===== config.mk =====
export PLATFORM = sky130hd
export DESIGN_NAME = mem_arbiter
export DESIGN_NICKNAME = d
export VERILOG_FILES = /design/src/rtl/mem_arb_pkg.sv /design/src/rtl/mem_arb_pick.sv /design/src/rtl/mem_arbiter.sv
export SDC_FILE = /design/constraint.sdc
export NUM_CORES = 1
export LEC_CHECK = 0
export CORE_UTILIZATION = 35
export DETAILED_ROUTE_END_ITERATION = 16
export PLACE_DENSITY = 0.83
export SYNTH_ARGS = -nofsm -noshare
export SYNTH_HDL_FRONTEND = slang
export SYNTH_SLANG_ARGS = --single-unit

===== constraint.sdc =====
create_clock -name CLK -period 1.4 [get_ports CLK]
set_input_delay 0.28 -clock CLK [delete_from_list [all_inputs] [get_ports CLK]]
set_output_delay 0.28 -clock CLK [all_outputs]
set_load 0.03 [all_outputs]

===== src/rtl/mem_arb_pkg.sv =====
// Shared types and constants for the MEMCTRL port arbiter.
// Idle levels of the MEMCTRL strobes live here so every driver agrees on them.
package mem_arb_pkg;

   typedef enum logic [1:0] {
      IDLE   = 2'd0,
      ACCESS = 2'd1,
      WAIT   = 2'd2,
      DONE   = 2'd3
   } state_t;

   localparam int DEF_AW = 16;
   localparam int DEF_DW = 8;

   localparam logic CE_OFF  = 1'b0;
   localparam logic CSB_OFF = 1'b1;
   localparam logic WEB_OFF = 1'b1;
   localparam logic OEB_OFF = 1'b1;

endpackage


===== src/rtl/mem_arb_pick.sv =====
// Combinational winner select: REQ plus last-grant pointer in, one-hot grant and index out.
// MEM_ARB_RR_EN selects round-robin; otherwise fixed priority, lowest index wins.
module mem_arb_pick #(
   parameter int NREQ = 2,
   parameter int IW   = 1
) (
   input  logic [NREQ-1:0] i_req,
   input  logic [IW-1:0]   i_ptr,
   output logic [NREQ-1:0] o_grant,
   output logic [IW-1:0]   o_idx,
   output logic            o_valid
);

`ifdef MEM_ARB_RR_EN
   int            w_cand;
   logic [IW-1:0] w_candIdx;

   // Search begins one past the last winner and wraps, so a waiting requester is served within NREQ-1 grants.
   always_comb begin
      o_grant   = '0;
      o_idx     = '0;
      o_valid   = 1'b0;
      w_cand    = 0;
      w_candIdx = '0;
      for (int i = 0; i < NREQ; i++) begin
         w_cand = int'(i_ptr) + 1 + i;
         if (w_cand >= NREQ) begin
            w_cand = w_cand - NREQ;
         end
         w_candIdx = IW'(w_cand);
         if (!o_valid && i_req[w_candIdx]) begin
            o_valid            = 1'b1;
            o_idx              = w_candIdx;
            o_grant[w_candIdx] = 1'b1;
         end
      end
   end
`else
   logic w_unusedPtr;
   assign w_unusedPtr = ^i_ptr;

   always_comb begin
      o_grant = '0;
      o_idx   = '0;
      o_valid = 1'b0;
      for (int i = NREQ - 1; i >= 0; i--) begin
         if (i_req[i]) begin
            o_valid    = 1'b1;
            o_idx      = IW'(i);
            o_grant    = '0;
            o_grant[i] = 1'b1;
         end
      end
   end
`endif

endmodule


===== src/rtl/mem_arbiter.sv =====
// Shares one MEMCTRL port between NREQ req/ack requesters; sole driver of the MEMCTRL strobes.
// Arbitration policy chosen in mem_arb_pick by MEM_ARB_RR_EN (round-robin when defined).
module mem_arbiter
   import mem_arb_pkg::*;
#(
   parameter int NREQ   = 2,
   parameter int AW     = DEF_AW,
   parameter int DW     = DEF_DW,
   parameter int RD_LAT = 1
) (
   input  logic              CLK,
   input  logic              RST,
   input  logic [NREQ-1:0]   REQ,
   input  logic [NREQ-1:0]   REQ_WE,
   input  logic [NREQ*AW-1:0] REQ_ADDR,
   input  logic [NREQ*DW-1:0] REQ_WDATA,
   output logic [NREQ-1:0]   ACK,
   output logic [DW-1:0]     RDATA,
   output logic              CE,
   output logic              CSB,
   output logic              WEB,
   output logic              OEB,
   output logic [AW-1:0]     ADDR,
   output logic [DW-1:0]     IDATA,
   input  logic [DW-1:0]     ODATA
);

   localparam int IW = $clog2(NREQ);
   localparam int CW = $clog2(RD_LAT + 1);

   state_t          r_state;
   state_t          w_next;
   logic [IW-1:0]   r_ptr;
   logic [IW-1:0]   r_winIdx;
   logic [NREQ-1:0] r_grant;
   logic            r_we;
   logic [CW-1:0]   r_cnt;

   logic [NREQ-1:0] w_pickGrant;
   logic [IW-1:0]   w_pickIdx;
   logic            w_pickValid;
   logic            w_accWe;
   logic [AW-1:0]   w_accAddr;
   logic [DW-1:0]   w_accWdata;

   mem_arb_pick #(
      .NREQ(NREQ),
      .IW  (IW)
   ) u_pick (
      .i_req  (REQ),
      .i_ptr  (r_ptr),
      .o_grant(w_pickGrant),
      .o_idx  (w_pickIdx),
      .o_valid(w_pickValid)
   );

   assign w_accWe    = REQ_WE[w_pickIdx];
   assign w_accAddr  = REQ_ADDR[w_pickIdx*AW +: AW];
   assign w_accWdata = REQ_WDATA[w_pickIdx*DW +: DW];

   always_comb begin
      w_next = r_state;
      case (r_state)
         IDLE:    if (w_pickValid) w_next = ACCESS;
         ACCESS:  w_next = r_we ? DONE : WAIT;
         WAIT:    if (r_cnt == CW'(1)) w_next = DONE;
         DONE:    w_next = IDLE;
         default: w_next = IDLE;
      endcase
   end

   // Strobes are registered: each edge sets the levels for the state being entered, so idle is the default.
   always_ff @(posedge CLK or posedge RST) begin
      if (RST) begin
         r_state  <= IDLE;
         r_ptr    <= IW'(NREQ - 1);
         r_winIdx <= '0;
         r_grant  <= '0;
         r_we     <= 1'b0;
         r_cnt    <= '0;
         CE       <= CE_OFF;
         CSB      <= CSB_OFF;
         WEB      <= WEB_OFF;
         OEB      <= OEB_OFF;
         ADDR     <= '0;
         IDATA    <= '0;
         ACK      <= '0;
         RDATA    <= '0;
      end else begin
         r_state <= w_next;
         CE      <= CE_OFF;
         CSB     <= CSB_OFF;
         WEB     <= WEB_OFF;
         OEB     <= OEB_OFF;
         IDATA   <= '0;
         ACK     <= '0;
         case (r_state)
            IDLE: begin
               if (w_pickValid) begin
                  r_we     <= w_accWe;
                  r_winIdx <= w_pickIdx;
                  r_grant  <= w_pickGrant;
                  ADDR     <= w_accAddr;
                  CE       <= ~CE_OFF;
                  CSB      <= ~CSB_OFF;
                  if (w_accWe) begin
                     WEB   <= ~WEB_OFF;
                     IDATA <= w_accWdata;
                  end else begin
                     OEB <= ~OEB_OFF;
                  end
               end
            end
            ACCESS: begin
               if (r_we) begin
                  ACK <= r_grant;
               end else begin
                  OEB   <= ~OEB_OFF;
                  r_cnt <= CW'(RD_LAT);
               end
            end
            // ODATA is taken on the final WAIT edge, with ADDR and OEB still presenting the read.
            WAIT: begin
               if (r_cnt == CW'(1)) begin
                  RDATA <= ODATA;
                  ACK   <= r_grant;
               end else begin
                  OEB   <= ~OEB_OFF;
                  r_cnt <= r_cnt - CW'(1);
               end
            end
            DONE: begin
               r_ptr <= r_winIdx;
            end
            default: begin
               r_ptr <= r_ptr;
            end
         endcase
      end
   end

endmodule


### After elaboration in Yosys (flattened, before gate mapping)

Index checks and enable logic that the tools add are counted.
Widths: inputs -> output; s select.

| operators by class | value |
|---|---|
| equal/unequal tests | 6 |
| order comparisons | 1 |
| reduce and logical (&&, ||, !) cells | 6 |
| $add $sub $neg | 1 |
| shift operators | 2 |
| multiplexer cells | 32 |

Operators by type and width:

| operator | count |
|---|---|
| $shiftx 32x6->16 | 1 |
| $mux 8 | 3 |
| $mux 1 | 19 |
| $shiftx 16x5->8 | 1 |
| $mux 2 | 6 |
| $pmux 2 s4 | 1 |
| $reduce_and 2->1 | 4 |
| $eq 2x2->1 const B | 2 |
| $ne 2x2->1 const B | 2 |
| $pmux 2 s2 | 1 |
| $pmux 1 s3 | 1 |
| $eq 2x1->1 const B | 1 |
| $logic_not 2->1 | 1 |
| $lt 1x2->1 const B | 1 |
| $ne 2x1->1 const B | 1 |
| $pmux 1 s2 | 1 |
| $reduce_bool 2->1 | 1 |
| $sub 1x1->1 const B | 1 |

| word-level totals | value |
|---|---|
| bits of input ports | 62 |
| logic and storage cells | 60 |
| output and inout bits | 38 |
| bits in registers | 44 |

### Depth between registers and ports, before layout

Gate-level depths: netlist (run 1).

| depth | value |
|---|---|
| depth after elaboration | 7 |
| mapped depth | 7 |

### By module

A second synthesis (run 1) with hierarchy kept.

| second synthesis, totals | value |
|---|---|
| cell total of the unflattened synthesis | 163 |
| area, all modules | 1970.6 µm² |

Modules (own cells, without submodules):

| module | cells an instance | times used | area an instance (µm²) | sequential area each (µm²) |
|---|---|---|---|---|
| mem_arbiter | 159 | 1 | 1940.6 | 1156.1 |
| mem_arb_pick | 4 | 1 | 30.0 | 0.0 |

### Worst setup path after synthesis (run 1)

Ideal clock, no wire load.

| timing path | value |
|---|---|
| path type | reg2reg |
| start | register r_state[0] |
| end | register ADDR[10] |
| cell stages (with the launch flop) | 7 |
| clock period less this slack | 1.457 ns |
| arrival | 1.324 ns |
| data required time | 1.267 ns |
| path slack | -0.057 ns |
| buffers on the path | 2 |
| setup time | 0.133 ns |
| cells stage by stage | dfrtp_1 > inv_1 > ha_1 > buf_2 > o21ai_1 > clkbuf_1 > o21ai_0 |

| between the ends | value |
|---|---|
| word-level cells in the longest chain between the ends | 2 |

RTL lines:

| what | line | text |
|---|---|---|
| from (decl) | mem_arbiter.sv:31 | `state_t r_state;` |
| from (signal assigned) | mem_arbiter.sv:90 | `r_state <= w_next;` |
| $logic_not 2->1 | mem_arbiter.sv:97 | `case (r_state)` |
| $reduce_and 2->1 (no line) | n/a |  |
| to (signal assigned) | mem_arbiter.sv:103 | `ADDR <= w_accAddr;` |
| to (decl) | mem_arbiter.sv:23 | `output logic [AW-1:0] ADDR,` |

Every way passes these cells.
A chain may end at the register's enable or synchronous reset.

### Worst setup path in the final report (run 1)

| timing path | value |
|---|---|
| start | register r_state[1] |
| end | register r_state[1] |

| between the ends | value |
|---|---|
| word-level cells in the longest chain between the ends | 3 |

RTL lines:

| what | line | text |
|---|---|---|
| $eq 2x2->1 or $logic_not 2->1 (tied branches) | mem_arbiter.sv:63 | `case (r_state)` |
| $ne 2x2->1 (no line) or $ne 2x1->1 (tied branches) | n/a |  |
| $reduce_and 2->1 (no line) | n/a |  |

Parallel ways exist; a longest one is shown, timed or not.

==> results.yml, run 1 <==
logic_synthesis:
  synth-main-ff-cell: "dfrtp_1"
  synth_top_family_by_area: "multiplexers"
  async_flop_share_pct: 100
  yosysMostFrequentCell: "dfrtp_1"
  syn_nets: 236
  synth_cell_types: 27
  synth_xor_area_share_pct: 0
  synth_area_mm2: 0.00191
  synth_common_cells: "dfrtp_1 (41), nand2_1 (38), mux2i_1 (16), o21ai_0 (16), a21oi_1 (11)"
  synth_mux_area_share_pct: 13.7
  yosysSeqAreaShare_pct: 58.0
  synth-compound-area-share_pct: 10.1
  ys_ff_latch: 44
  yosys.area.top_type: "dfrtp_1"
  synth_cells: 170
  synth_top_area_share_pct: 53.8
  synth-adder-area-share_pct: 2.63
  yosys_warnings: 0
  synth_edf_count: 0
  synth.area.top_cells: "dfrtp_1 (54%), mux2i_1 (8.4%), nand2_1 (7.5%), mux2_2 (5.3%), o21ai_0 (4.2%)"
  synth-simple-area-share_pct: 11.2
  avgSynthCellArea_um2: 11.2
sta:
  finalMaxSlewViolations: 0
  max-slew-margin-rel_pct: 78.1
  fin_skew_ns: 0.00800
  fmax_ghz: 0.735
  worst_pin_slew_ns: 0.329
  fin_crit_sh_pct: 97.1
  tns_ns: 0
  period_needed_ns: 1.36
  fin_worst_hold_slack_ns: 0.329
  hold_viol: 0
  setup_viol: 0
  layout_setup_ws_ns: 0.0404
routing:
  wl_met3_um: 419
  routed_via_density: 4.51
  top_layer: "met4"
  met2_length_mm: 2.31
  drt_wl_total_mm: 4.41
  first_iter_violations: 91
  drt-met1-wl_mm: 1.67
  wire_per_inst_um: 12.5
  drt_pass1_iterations: 4
  vias: 1587
  drc: 0
  postRouteAntennaNets: 0
pwr:
  power.density_mw_per_mm2: 1930
  ir_drop_uv: 910
  leakage_uw: 0.00160
hold_path:
  hp-class: "in2async"
run_status:
  status: "completed"
clocking:
  cts_max_path_buffers: 2
  cts_hold_buffers: 0
  cts_htree_levels: 2
  cts_tree: "yes"
  clk_latency_ns: 0.29
  clock_sinks: 44
  cts.clk_slew.worst_paths_ns: 0.08
  cts_buffers: 5
  root_buffer: "clkbuf_8"
worst_setup_path:
  end_kind: "flop"
  slowest_delay_ns: 0.46
  cpMaxStageDelayCell: "dfrtp_2"
  crit_fanout: 5
  ff2ff_path_depth: 4
  crit_family: "flip-flops"
  cp.arrival_ns: 1.54
  worstPathRequired_ns: 1.58
  cp-start-kind: "flop"
  critPathKind: "reg2reg"
  crit_chain: "ha_4 -> nor2b_2 -> a21oi_2 -> mux2_2"
  critPathBufInv: 0
  cp_num_cells: 4
die:
  core.rowCount: 26
  die_area_mm2: 0.00574
  die_y_um: 75.8
  ios: 100
  initial_core_util_pct: 36.8
  core-area_mm2: 0.00517
  chipWidth_um: 75.8
layout:
  finalNetCount: 347
  drive_above_1_share_pct: 17.7
  antenna_cells: 0
  stdcell_area_mm2: 0.00321
  synthToLayoutAreaGrowth_pct: 68.3
  utilization_pct: 62.0
place:
  place_worst_setup_slack_ns: -0.231
  dpl.hpwl_mm: 3.42
  place_congestion: 0.770
  placed_area_mm2: 0.00309
  port_buffers: 99
run:
  max_cap_viol_count: 0
global_route:
  grt_start_max_net_pins: 45
  grt_pass1_wl_mm: 6.65
  grt_pass1_vias: 1489
  antenna_found_initial: 0
  overflow: 0
  track_usage_pct: 15.7
sequential cells by signal, indices dropped and copies added (netlist names):
| signal | cells |
|---|---|
| CE | 1 |
| CSB | 1 |
| ADDR | 16 |
| RDATA | 8 |
| IDATA | 8 |
| r_cnt | 1 |
| ACK | 2 |
| OEB | 1 |
| WEB | 1 |
| r_grant | 2 |
| r_state | 2 |
| r_we | 1 |
cell usage in the layout (no fill, tap or decap), types with 2 or more instances in the layout:
| cell | count |
|---|---|
| clkdlybuf4s50_1 | 60 |
| dfrtp_1 | 40 |
| nand2_1 | 36 |
| dlygate4sd2_1 | 35 |
| mux2i_1 | 16 |
| o21ai_0 | 16 |
| buf_4 | 12 |
| a21oi_1 | 10 |
| mux2_2 | 9 |
| clkbuf_8 | 7 |
| buf_12 | 5 |
| dfstp_2 | 3 |
| inv_2 | 3 |
| nor2_1 | 3 |
| o21ai_2 | 2 |
| inv_1 | 2 |
| nand2_2 | 2 |
| and3_1 | 2 |
| ha_4 | 2 |
| ha_1 | 2 |
worst min-delay path, stage by stage:
cell,delay (ns)
clkdlybuf4s50_1,0.41
inv_2,0.07
buf_12,0.23
final cells by class:
type	instances	area (um2)
Multi-Input combinational cell	112	758
Clock buffer	7	96.3
Timing Repair Buffer	113	1110
Fill cell	427	1970
Sequential cell	44	1110
Clock inverter	1	30.0
Inverter	5	18.8
Tap cell	70	87.6
metal layers:
metal,vias up,GRT usage (%)
met2,74,29.4
met4,0,3.09
li1,795,-
met1,716,16.7
met3,2,5.95
met5,-,0
path summary, 6_finish.rpt:
kind	from	to	slack [ns]
setup reg to reg	r_state[1]$_DFFE_PP0P_	r_state[1]$_DFFE_PP0P_	0.04
hold reg to reg	ADDR[14]$_DFFE_PP0P_	ADDR[14]$_DFFE_PP0P_	0.47
hold / removal	RST	IDATA[1]$_DFF_PP0_	0.33
min in group CLK	ADDR[14]$_DFFE_PP0P_	ADDR[14]$_DFFE_PP0P_	0.47
setup / recovery	r_state[1]$_DFFE_PP0P_	r_state[1]$_DFFE_PP0P_	0.04
max in group asynchronous	RST	CSB$_DFF_PP1_	0.80
per-stage QoR:
| step | power (uW) | instances |
|---|---|---|
| finish | 6180 | 352 |
| global route | 6600 | 352 |
| CTS | 6160 | 352 |
| detailed placement | 5390 | 344 |
| global placement | 5280 | 344 |
| floorplan | 3880 | 170 |
logic make-up after synthesis:
family          count (synthesis)
simple gates                   49
mux                            25
compound gates                 34
buf+inv                        14
flops                          44
fa+ha+maj                       4
power by group:
group          leakage [uW]  total, uW  internal [uW]  switching [uW]
Combinational      0.000991       3080           1290            1780
Clock             0.0000645       1040            629             414
Sequential         0.000541       2060           1810             248
Total               0.00160       6180           3740            2440
timing repair:
item / 4_1_cts / 5_1_grt
setup buffers: 0 / 0
resized for setup: 36 / 10
endpoints found under the setup margin: 37 / 30
Power figures use the tool's default switching activity.
==> run 2: changes to the inputs <==
- CORE_MARGIN: not set -> 3
==> run 2 against run 1 <==
  * Clock power grew 27%
  * Largest cell class is now registers
  * Final cell count shrank 0.28%
  * Highest routed layer unchanged
  * Critical path depth grew 1
==> results.yml, run 2 (synthesized netlist as in run 1, its figures left out) <==
layout:
  synthToLayoutAreaGrowth_pct: 67.1
  mostFrequentLayoutCell: "clkdlybuf4s50_1"
  regMostFlops: "ADDR"
  drive_above_1_share_pct: 14.9
  reg_top3: "ADDR x16, IDATA x8, RDATA x8"
  final_cell_mix: "clkdlybuf4s50_1 (61), dfrtp_1 (41), nand2_1 (38)"
  utilization_pct: 61.6
  stdcell_area_mm2: 0.00318
  fillers: 446
  largest_register_ffs: 16
  finalNetCount: 346
  antenna_cells: 0
  final_cells: 351
worst_setup_path:
  ff2ff_path_depth: 5
  rr_startpoint: "r_state[0]$_DFFE_PP0P_"
  cp.arrival_ns: 1.55
  end_kind: "flop"
  r2r_end: "r_state[1]$_DFFE_PP0P_"
  r2r_slack_ns: 0.03
  crit_fanout: 3
  worstPathRequired_ns: 1.58
  cp-start-kind: "flop"
  critPathKind: "reg2reg"
routing:
  drt_pass1_iterations: 4
  vias: 1573
  drc: 0
  drt_wl_total_mm: 4.58
  postRouteAntennaNets: 0
  first_iter_violations: 32
  routed_via_density: 4.48
  wire_per_inst_um: 13.1
place:
  port_buffers: 99
  placed_area_mm2: 0.00306
  place_congestion: 0.772
  dpl.hpwl_mm: 3.50
  dp_cells: 343
pwr:
  seqPwrFrac_pct: 32.2
  power.density_mw_per_mm2: 1990
  p_switching_uw: 2390
  leakage_uw: 0.00158
  clkPwrFrac_pct: 20.8
  ir_drop_uv: 913
  p_int_uw: 3930
  pwr-share-comb_pct: 46.9
  switching_share_pct: 37.8
sta:
  setup_viol: 0
  finalMaxSlewViolations: 0
  worst_pin_slew_ns: 0.326
  max-slew-margin-rel_pct: 78.3
  fin_worst_hold_slack_ns: 0.325
  fin_skew_ns: 0.00391
  period_needed_ns: 1.37
  fmax_ghz: 0.729
  tns_ns: 0
  fin_crit_sh_pct: 98.0
  hold_viol: 0
  rsz0062_at_grt: "true"
clocking:
  clk_latency_ns: 0.29
  cts_htree_levels: 2
  post_cts_buffers: 0
  cts_tree: "yes"
  cts_max_path_buffers: 2
  clock_sinks: 44
  root_buffer: "clkbuf_8"
  cts_hold_buffers: 0
  cts_buffers: 5
  cts.clk_slew.worst_paths_ns: 0.08
hold_path:
  hp-class: "in2async"
die:
  die_area_mm2: 0.00637
  ios: 100
  core-area_mm2: 0.00517
  initial_core_util_pct: 36.8
  chipWidth_um: 79.8
  core.rowCount: 26
  die_y_um: 79.8
global_route:
  grt_pass1_wl_mm: 7.14
  antenna_found_initial: 0
  grt_start_max_net_pins: 45
  overflow: 0
  grt_pass1_vias: 1583
  track_usage_pct: 14.5
run_status:
  status: "completed"
run:
  max_cap_viol_count: 0
-- run 2: worst max-delay path by stage --
stage	slack (ns)	from	endpoint
2_1_floorplan	0.02	r_state[0]$_DFFE_PP0P_	r_state[1]$_DFFE_PP0P_
5_1_grt	-0.04	r_state[1]$_DFFE_PP0P_	IDATA[2]$_DFF_PP0_
3_5_place_dp	-0.29	REQ[1]	ADDR[9]$_DFFE_PP0P_
6_report	0.03	r_state[0]$_DFFE_PP0P_	r_state[1]$_DFFE_PP0P_
4_1_cts	0.02	REQ[1]	ADDR[9]$_DFFE_PP0P_
3_3_place_gp	-0.21	REQ[1]	ADDR[0]$_DFFE_PP0P_
-- run 2: critical path: stages (launching register included) --
cell	delay (ns)
dfrtp_1	0.35
inv_1	0.07
ha_1	0.21
nor2b_1	0.16
a21oi_2	0.14
mux2_2	0.34
-- run 2: timing repair --
action / 4_1_cts / 5_1_grt
pin swaps: 0 / 0
setup endpoints to repair: 39 / 25
resized for setup: 36 / 5
-- run 2: power by group through the flow --
stage	clock, uW	combinational, uW	sequential, uW
floorplan	0	934	2940
global placement	0	3210	2050
detailed placement	0	3260	2090
CTS	1350	3000	2040
global route	1410	3210	2110
finish	1320	2970	2040
-- run 2: layer usage --
layer,track usage [%],up-vias,wire (um)
met2,26.0,72,2220
met1,16.1,713,1820
met4,3.55,0,17
met3,5.64,2,525
met5,0,-,0
li1,-,786,-
-- run 2: area by class of cell --
class                           instances  area [um2]  share of cell area [%]
Sequential cell                        44        1100                    34.7
Timing Repair Buffer                  112        1090                    34.1
Multi-Input combinational cell        112         728                    22.9
Clock inverter                          3        90.1                    2.83
Tap cell                               70        87.6                    2.75
Clock buffer                            5        68.8                    2.16
Inverter                                5        18.8                   0.589
-- run 2: metrics by stage --
step | total power, uW | worst slack, ns
finish | 6330 | 0.0283
global route | 6730 | -0.0432
global placement | 5260 | -0.206
detailed placement | 5350 | -0.285
floorplan | 3880 | 0.0187
CTS | 6400 | 0.0163
